## src/rtl/orion_fetch_queue.sv

```systemverilog
// Instruction-fetch front end: pipelined I$ requests, in-order response queue, and
// flush/redirect with discard of in-flight responses.
module orion_fetch_queue #(
   parameter int unsigned      ADDRW      = 32,
   parameter int unsigned      XLEN       = 32,
   parameter int unsigned      DEPTH      = 4,
   parameter int unsigned      MAX_OUTSTD = 2,
   parameter logic [ADDRW-1:0] RESET_PC   = '0
) (
   input  logic             clk_i,
   input  logic             rst_i,
   output logic [ADDRW-1:0] imem_addr_o,
   output logic             imem_valid_o,
   input  logic             imem_ready_i,
   input  logic [XLEN-1:0]  imem_rdata_i,
   input  logic             imem_resp_i,
   input  logic             redirect_i,
   input  logic [ADDRW-1:0] redirect_pc_i,
   output logic             inst_valid_o,
   output logic [XLEN-1:0]  inst_o,
   output logic [ADDRW-1:0] pc_o,
   input  logic             inst_ready_i
);

   localparam int unsigned CW = $clog2(MAX_OUTSTD + 1);
   localparam int unsigned QW = $clog2(DEPTH + 1);
   localparam int unsigned PW = $clog2(DEPTH);
   localparam int unsigned FW = (MAX_OUTSTD > 1) ? $clog2(MAX_OUTSTD) : 1;

   logic [ADDRW-1:0] fetch_pc_q, fetch_pc_d;
   logic [CW-1:0]    live_q, live_d, drop_q, drop_d;
   logic [QW-1:0]    count_q, count_d;
   logic [PW-1:0]    head_q, head_d, tail_q, tail_d;
   logic [FW-1:0]    frd_q, frd_d, fwr_q, fwr_d;

   logic [ADDRW-1:0] q_pc_q   [DEPTH];
   logic [XLEN-1:0]  q_inst_q [DEPTH];
   logic [ADDRW-1:0] f_pc_q   [MAX_OUTSTD];

   logic        accept, resp_live, resp_drop, pop;
   logic [31:0] inflight, reserved;

   function automatic logic [PW-1:0] q_inc(input logic [PW-1:0] p);
      return (32'(p) == DEPTH - 1) ? '0 : p + PW'(1);
   endfunction

   function automatic logic [FW-1:0] f_inc(input logic [FW-1:0] p);
      return (32'(p) == MAX_OUTSTD - 1) ? '0 : p + FW'(1);
   endfunction

   // Reserving a slot per live request means a response can always be written.
   assign inflight     = 32'(live_q) + 32'(drop_q);
   assign reserved     = 32'(count_q) + 32'(live_q);
   assign imem_valid_o = !rst_i && !redirect_i && (inflight < MAX_OUTSTD) && (reserved < DEPTH);
   assign imem_addr_o  = fetch_pc_q;
   assign accept       = imem_valid_o && imem_ready_i;
   assign resp_drop    = imem_resp_i && (drop_q != '0);
   assign resp_live    = imem_resp_i && (drop_q == '0) && (live_q != '0);
   assign inst_valid_o = (count_q != '0);
   assign pop          = inst_valid_o && inst_ready_i;
   assign inst_o       = q_inst_q[head_q];
   assign pc_o         = q_pc_q[head_q];

   always_comb begin
      fetch_pc_d = fetch_pc_q;
      live_d     = live_q;
      drop_d     = drop_q;
      count_d    = count_q;
      head_d     = head_q;
      tail_d     = tail_q;
      frd_d      = frd_q;
      fwr_d      = fwr_q;
      if (redirect_i) begin
         // Every outstanding request becomes a discard, less any response landing now.
         fetch_pc_d = {redirect_pc_i[ADDRW-1:2], 2'b00};
         live_d     = '0;
         drop_d     = drop_q + live_q - CW'(resp_live || resp_drop);
         count_d    = '0;
         head_d     = '0;
         tail_d     = '0;
         frd_d      = '0;
         fwr_d      = '0;
      end else begin
         if (accept) begin
            fetch_pc_d = fetch_pc_q + ADDRW'(4);
            fwr_d      = f_inc(fwr_q);
         end
         if (resp_live) begin
            tail_d = q_inc(tail_q);
            frd_d  = f_inc(frd_q);
         end
         if (pop) head_d = q_inc(head_q);
         live_d  = live_q + CW'(accept) - CW'(resp_live);
         drop_d  = drop_q - CW'(resp_drop);
         count_d = count_q + QW'(resp_live) - QW'(pop);
      end
   end

   always_ff @(posedge clk_i) begin
      if (rst_i) begin
         fetch_pc_q <= RESET_PC;
         live_q     <= '0;
         drop_q     <= '0;
         count_q    <= '0;
         head_q     <= '0;
         tail_q     <= '0;
         frd_q      <= '0;
         fwr_q      <= '0;
      end else begin
         fetch_pc_q <= fetch_pc_d;
         live_q     <= live_d;
         drop_q     <= drop_d;
         count_q    <= count_d;
         head_q     <= head_d;
         tail_q     <= tail_d;
         frd_q      <= frd_d;
         fwr_q      <= fwr_d;
      end
   end

   always_ff @(posedge clk_i) begin
      if (rst_i) begin
         for (int i = 0; i < int'(DEPTH); i++) begin
            q_pc_q[i]   <= '0;
            q_inst_q[i] <= '0;
         end
         for (int i = 0; i < int'(MAX_OUTSTD); i++) f_pc_q[i] <= '0;
      end else if (!redirect_i) begin
         if (accept) f_pc_q[fwr_q] <= fetch_pc_q;
         if (resp_live) begin
            q_pc_q[tail_q]   <= f_pc_q[frd_q];
            q_inst_q[tail_q] <= imem_rdata_i;
         end
      end
   end

   a_resp_expected: assert property (@(posedge clk_i) disable iff (rst_i)
      imem_resp_i |-> (inflight != 0));

endmodule

```

## config.mk

```make
export PLATFORM = sky130hd
export DESIGN_NAME = orion_fetch_queue
export DESIGN_NICKNAME = d
export VERILOG_FILES = /design/src/rtl/orion_fetch_queue.sv
export SDC_FILE = /design/constraint.sdc
export NUM_CORES = 1
export LEC_CHECK = 0
export ABC_AREA = 1
export ABC_CLOCK_PERIOD_IN_PS = 4100
export CAP_MARGIN = 20
export CORE_MARGIN = 1.5
export CORE_UTILIZATION = 40
export CTS_BUF_LIST = sky130_fd_sc_hd__clkbuf_8 sky130_fd_sc_hd__clkbuf_16
export CTS_CLUSTER_DIAMETER = 50
export DETAILED_ROUTE_END_ITERATION = 8
export PLACE_DENSITY_LB_ADDON = 0.12
export SKIP_LAST_GASP = 1
export SYNTH_ARGS = -nofsm -noshare
export SYNTH_HDL_FRONTEND = slang
export SYNTH_SLANG_ARGS = --single-unit
```

## constraint.sdc

```tcl
create_clock -name clk_i -period 4.1 [get_ports clk_i]
set_input_delay 0.82 -clock clk_i [delete_from_list [all_inputs] [get_ports clk_i]]
set_output_delay 0.82 -clock clk_i [all_outputs]
set_load 0.02 [all_outputs]
```

==> qor_table.md <==
| Group | Metric | Reported |
|---|---|---|
| setup path | Slowest stage delay, CP | 650 ps |
| clock network | Number of sinks handled by clock tree synthesis | 354 |
| clock network | Worst-skew pair later-pin latency | 540 ps |
| pwr | Worst IR drop on VDD | 0.000259 V |
| sta | Setup WS post-layout | 434 ps |
| floorplanning | Die W | 201 um |
| setup path | Start-to-end type of the worst setup path | flip-flop to output port |
| floorplanning | Row count | 72 |
| clock network | Count of H-tree levels built during CTS | 2 |
| setup path | Family of cells with the greatest summed delay on the critical path | buffers and inverters |
| pwr | Total power per unit cell area | 436 mW/mm2 |
| synth | Post-Synthesis Cells | 1550 |
| finish | Most common cell after layout, fill and taps aside | nor2_1 |
| setup path | Critical-path cell list | buf_4 > buf_4 > o21ai_0 > o22ai_1 > clkdlybuf4s50_1 |
| clock network | # resized after CTS | 0 |
| sta | Post-layout minimum cycle time | 3670 ps |
| synth | Post-Synthesis Mean Instance Area | 10.2 um2 |
| setup path | Arr. time, crit path | 2850 ps |
| clock network | Cell at the root of the clock tree | clkbuf_16 |
| global route | Number of antenna violations at the first check in global routing | 0 |
| floorplanning | Initial core utilization | 40.6% |
| setup path | Worst EP required | 3280 ps |
| global route | Pin count of the biggest net entering global routing | 74 |
| detailed routing | Via count of the routed design | 11300 |
| placed design | Port bufs | 161 |
| job | Max-cap violation count | 0 |
| detailed routing | Post-DR vias/cell | 5.05 |
| global route | Residual overflow from global routing | 0 |
| detailed routing | Routed wire length | 40000 um |
| floorplanning | Die Y-Extent | 201 um |
| setup path | Crit Path Max Fanout | 28 |
| setup path | Minimum setup slack among reg-to-reg paths | 1500 ps |
| sta | Final Setup Violations | 0 |
| sta | Count of endpoints failing hold in the final timing report | 0 |
| finish | Antenna fix cells | 0 |
| sta | Setup repair after global routing missed its margin | false |
| finish | Ratio of cells with drive above 1 in the final layout | 6.84% |
| finish | Most used cells in the layout excluding fill and tap cells | nor2_1 (487), edfxtp_1 (308), clkdlybuf4s50_1 (161) |
| synth | Synthesis Warnings | 0 |
| sta | Worst slack on hold paths | 471 ps |
| placed design | Placement-stage worst setup slack | 691 ps |
| pwr | Power consumption | 0.00841 W |
| synth | Number of synthesized register bits | 354 |
| detailed routing | Number of nets with antenna violations after detailed routing | 0 |
| detailed routing | Count of unresolved DRC violations after routing | 0 |
| clock network | Longest Clk Path Bufs | 3 |
| sta | Slew @ Worst Pin | 962 ps |
| detailed routing | DRT iter0 DRCs | 637 |
| floorplanning | DIE AREA | 0.0405 mm2 |
| sta | Final setup skew | 19.9 ps |
| clock network | Clock transition at the register clock pins on the worst setup and hold paths after CTS | 60 ps |
| finish | Synthesis-to-layout area growth | 22.6% |
| global route | Tot GR Track Use | 19.6% |
| synth | Syn Std Cell Area | 0.0157 mm2 |
| setup path | Kind of start point of the critical path | flip-flop |
| synth | Count of different cell masters after synthesis | 40 |
| detailed routing | Wire length per cell after detailed routing | 17.8 um |
| detailed routing | TritonRoute pass-1 iters | 5 |
| setup path | Buf/Inv on CP | 3 |
| floorplanning | Number of I/O pins | 168 |
| sta | Total negative slack | 0 ps |
| global route | Vias in the first global route | 11100 |
| clock network | TritonCTS clock tree | built |
| clock network | Number of post-CTS setup repair buffers | 0 |
| floorplanning | Core region area | 0.0387 mm2 |
| sta | Worst-case headroom to the max-slew limit | 35.9% |
| clock network | Post-CTS Hold Fix Bufs | 0 |
| pwr | Static leakage power | 7.39 nW |
| sta | Final count of pins violating max slew | 0 |
| placed design | Total half-perimeter wirelength after legalization and detailed placement | 23600 um |
| sta | FMAX | 0.273 GHz |
| finish | Core Util, Final | 49.8% |
| min path | Worst hold-check path type | flip-flop to flip-flop |
| global route | Wire length of the first global-routing pass | 62500 um |
| placed design | Routability congestion estimate | 0.890 |
| clock network | Number of buffers added by the clock tree synthesis step | 42 |
| setup path | Worst-path cell with the longest stage delay | clkdlybuf4s50_1 |
| synth | Sequential fraction of the synthesis area | 64.6% |
| finish | Nets@finish | 1778 |
| setup path | Critical path capture point type | output port |
| outcome | Result of the run | finished clean |
| sta | Crit share post-route | 89.4% |
| setup path | Most frequent cell on the critical path | buf_4 |
[layer usage]
layer | wire length (um) | vias up | GRT usage, %
met2 | 19500 | 268 | 32.8
met3 | 1660 | 47 | 2.53
met4 | 678 | 0 | 5.04
met1 | 18200 | 5517 | 26.9
li1 | - | 5502 | -
met5 | 0 | - | 0
[sequential cells by signal, summed over array words and instances (netlist names), named ones only]
register,count
tail_q,2
q_pc_q,120
fwr_q,1
f_pc_q,60
head_q,2
drop_q,2
imem_addr_o,30
live_q,2
frd_q,1
count_q,3
q_inst_q,128
[tightest hold or removal path: cells and delay by family (launching register included)]
family / cells / cell delay (ps)
simple gates: 1 / 60
flops: 1 / 310
compound gates: 1 / 60
[cells in the mapped netlist (all sizes together)]
master	n	area share, %
a211oi	1	0.048
a21oi	30	0.95
a22oi	2	0.095
a31oi	1	0.040
and2	1	0.040
buf	42	1.5
clkbuf	48	1.1
clkinv	1	0.024
conb	1	0.024
dfxtp	46	5.9
edfxtp	308	59
fa	2	0.25
ha	12	0.95
inv	117	2.8
mux2i	30	1.9
nand2	134	3.3
nand3	30	0.95
nand4	3	0.12
nor2	496	12
nor3	3	0.13
o211a	1	0.064
o211ai	6	0.37
o21ai	150	4.8
o22ai	62	2.5
o31ai	1	0.079
or2	1	0.040
or3	1	0.040
xnor2	4	0.22
xor2	16	0.89
[where the power goes]
| part | internal, W | switching [W] |
|---|---|---|
| Clock | 0.00221 | 0.00146 |
| Combinational | 0.000239 | 0.000385 |
| Sequential | 0.00405 | 0.0000674 |
[area by class of cell]
cell class | instances | area [um2]
flip-flops and latches | 354 | 10200
inverters | 118 | 444
multi-input cells | 991 | 4740
clock inverters | 31 | 285
repair buffers | 187 | 1910
clock buffers | 44 | 1100
well taps | 518 | 648
fillers | 3592 | 19400
[path summary, 6_finish.rpt]
path,startpoint,endpoint,cells past startpoint
setup reg to reg,live_q[0]$_SDFF_PP0_,live_q[1]$_SDFF_PP0_,13
setup / recovery,flip-flop,inst_o[21],5
hold reg to reg,fwr_q$_SDFFE_PP0P_,fwr_q$_SDFFE_PP0P_,2
hold / removal,fwr_q$_SDFFE_PP0P_,fwr_q$_SDFFE_PP0P_,2
[stage by stage]
step	instance area, um2	std cells
detailed placement	17900	2168
global route	19300	2243
global placement	17900	2168
floorplan	15800	1553
CTS	19300	2243
finish	19300	2243
[cells by family (layout without fill, tap and decap cells)]
logic type,count (synthesis),count (layout),share of synthesized area [%]
xor gates and xnor gates,20,20,1.11
and+or+nand+nor,669,669,16.8
other,1,4,0.0238
AOI/OAI and AO/OA,254,254,8.89
buffers and inverters,208,380,5.49
DFF,354,354,64.6
adders and majority gates,14,14,1.21
muxes,30,30,1.91
Note: power is estimated with default switching activity, not from simulation.
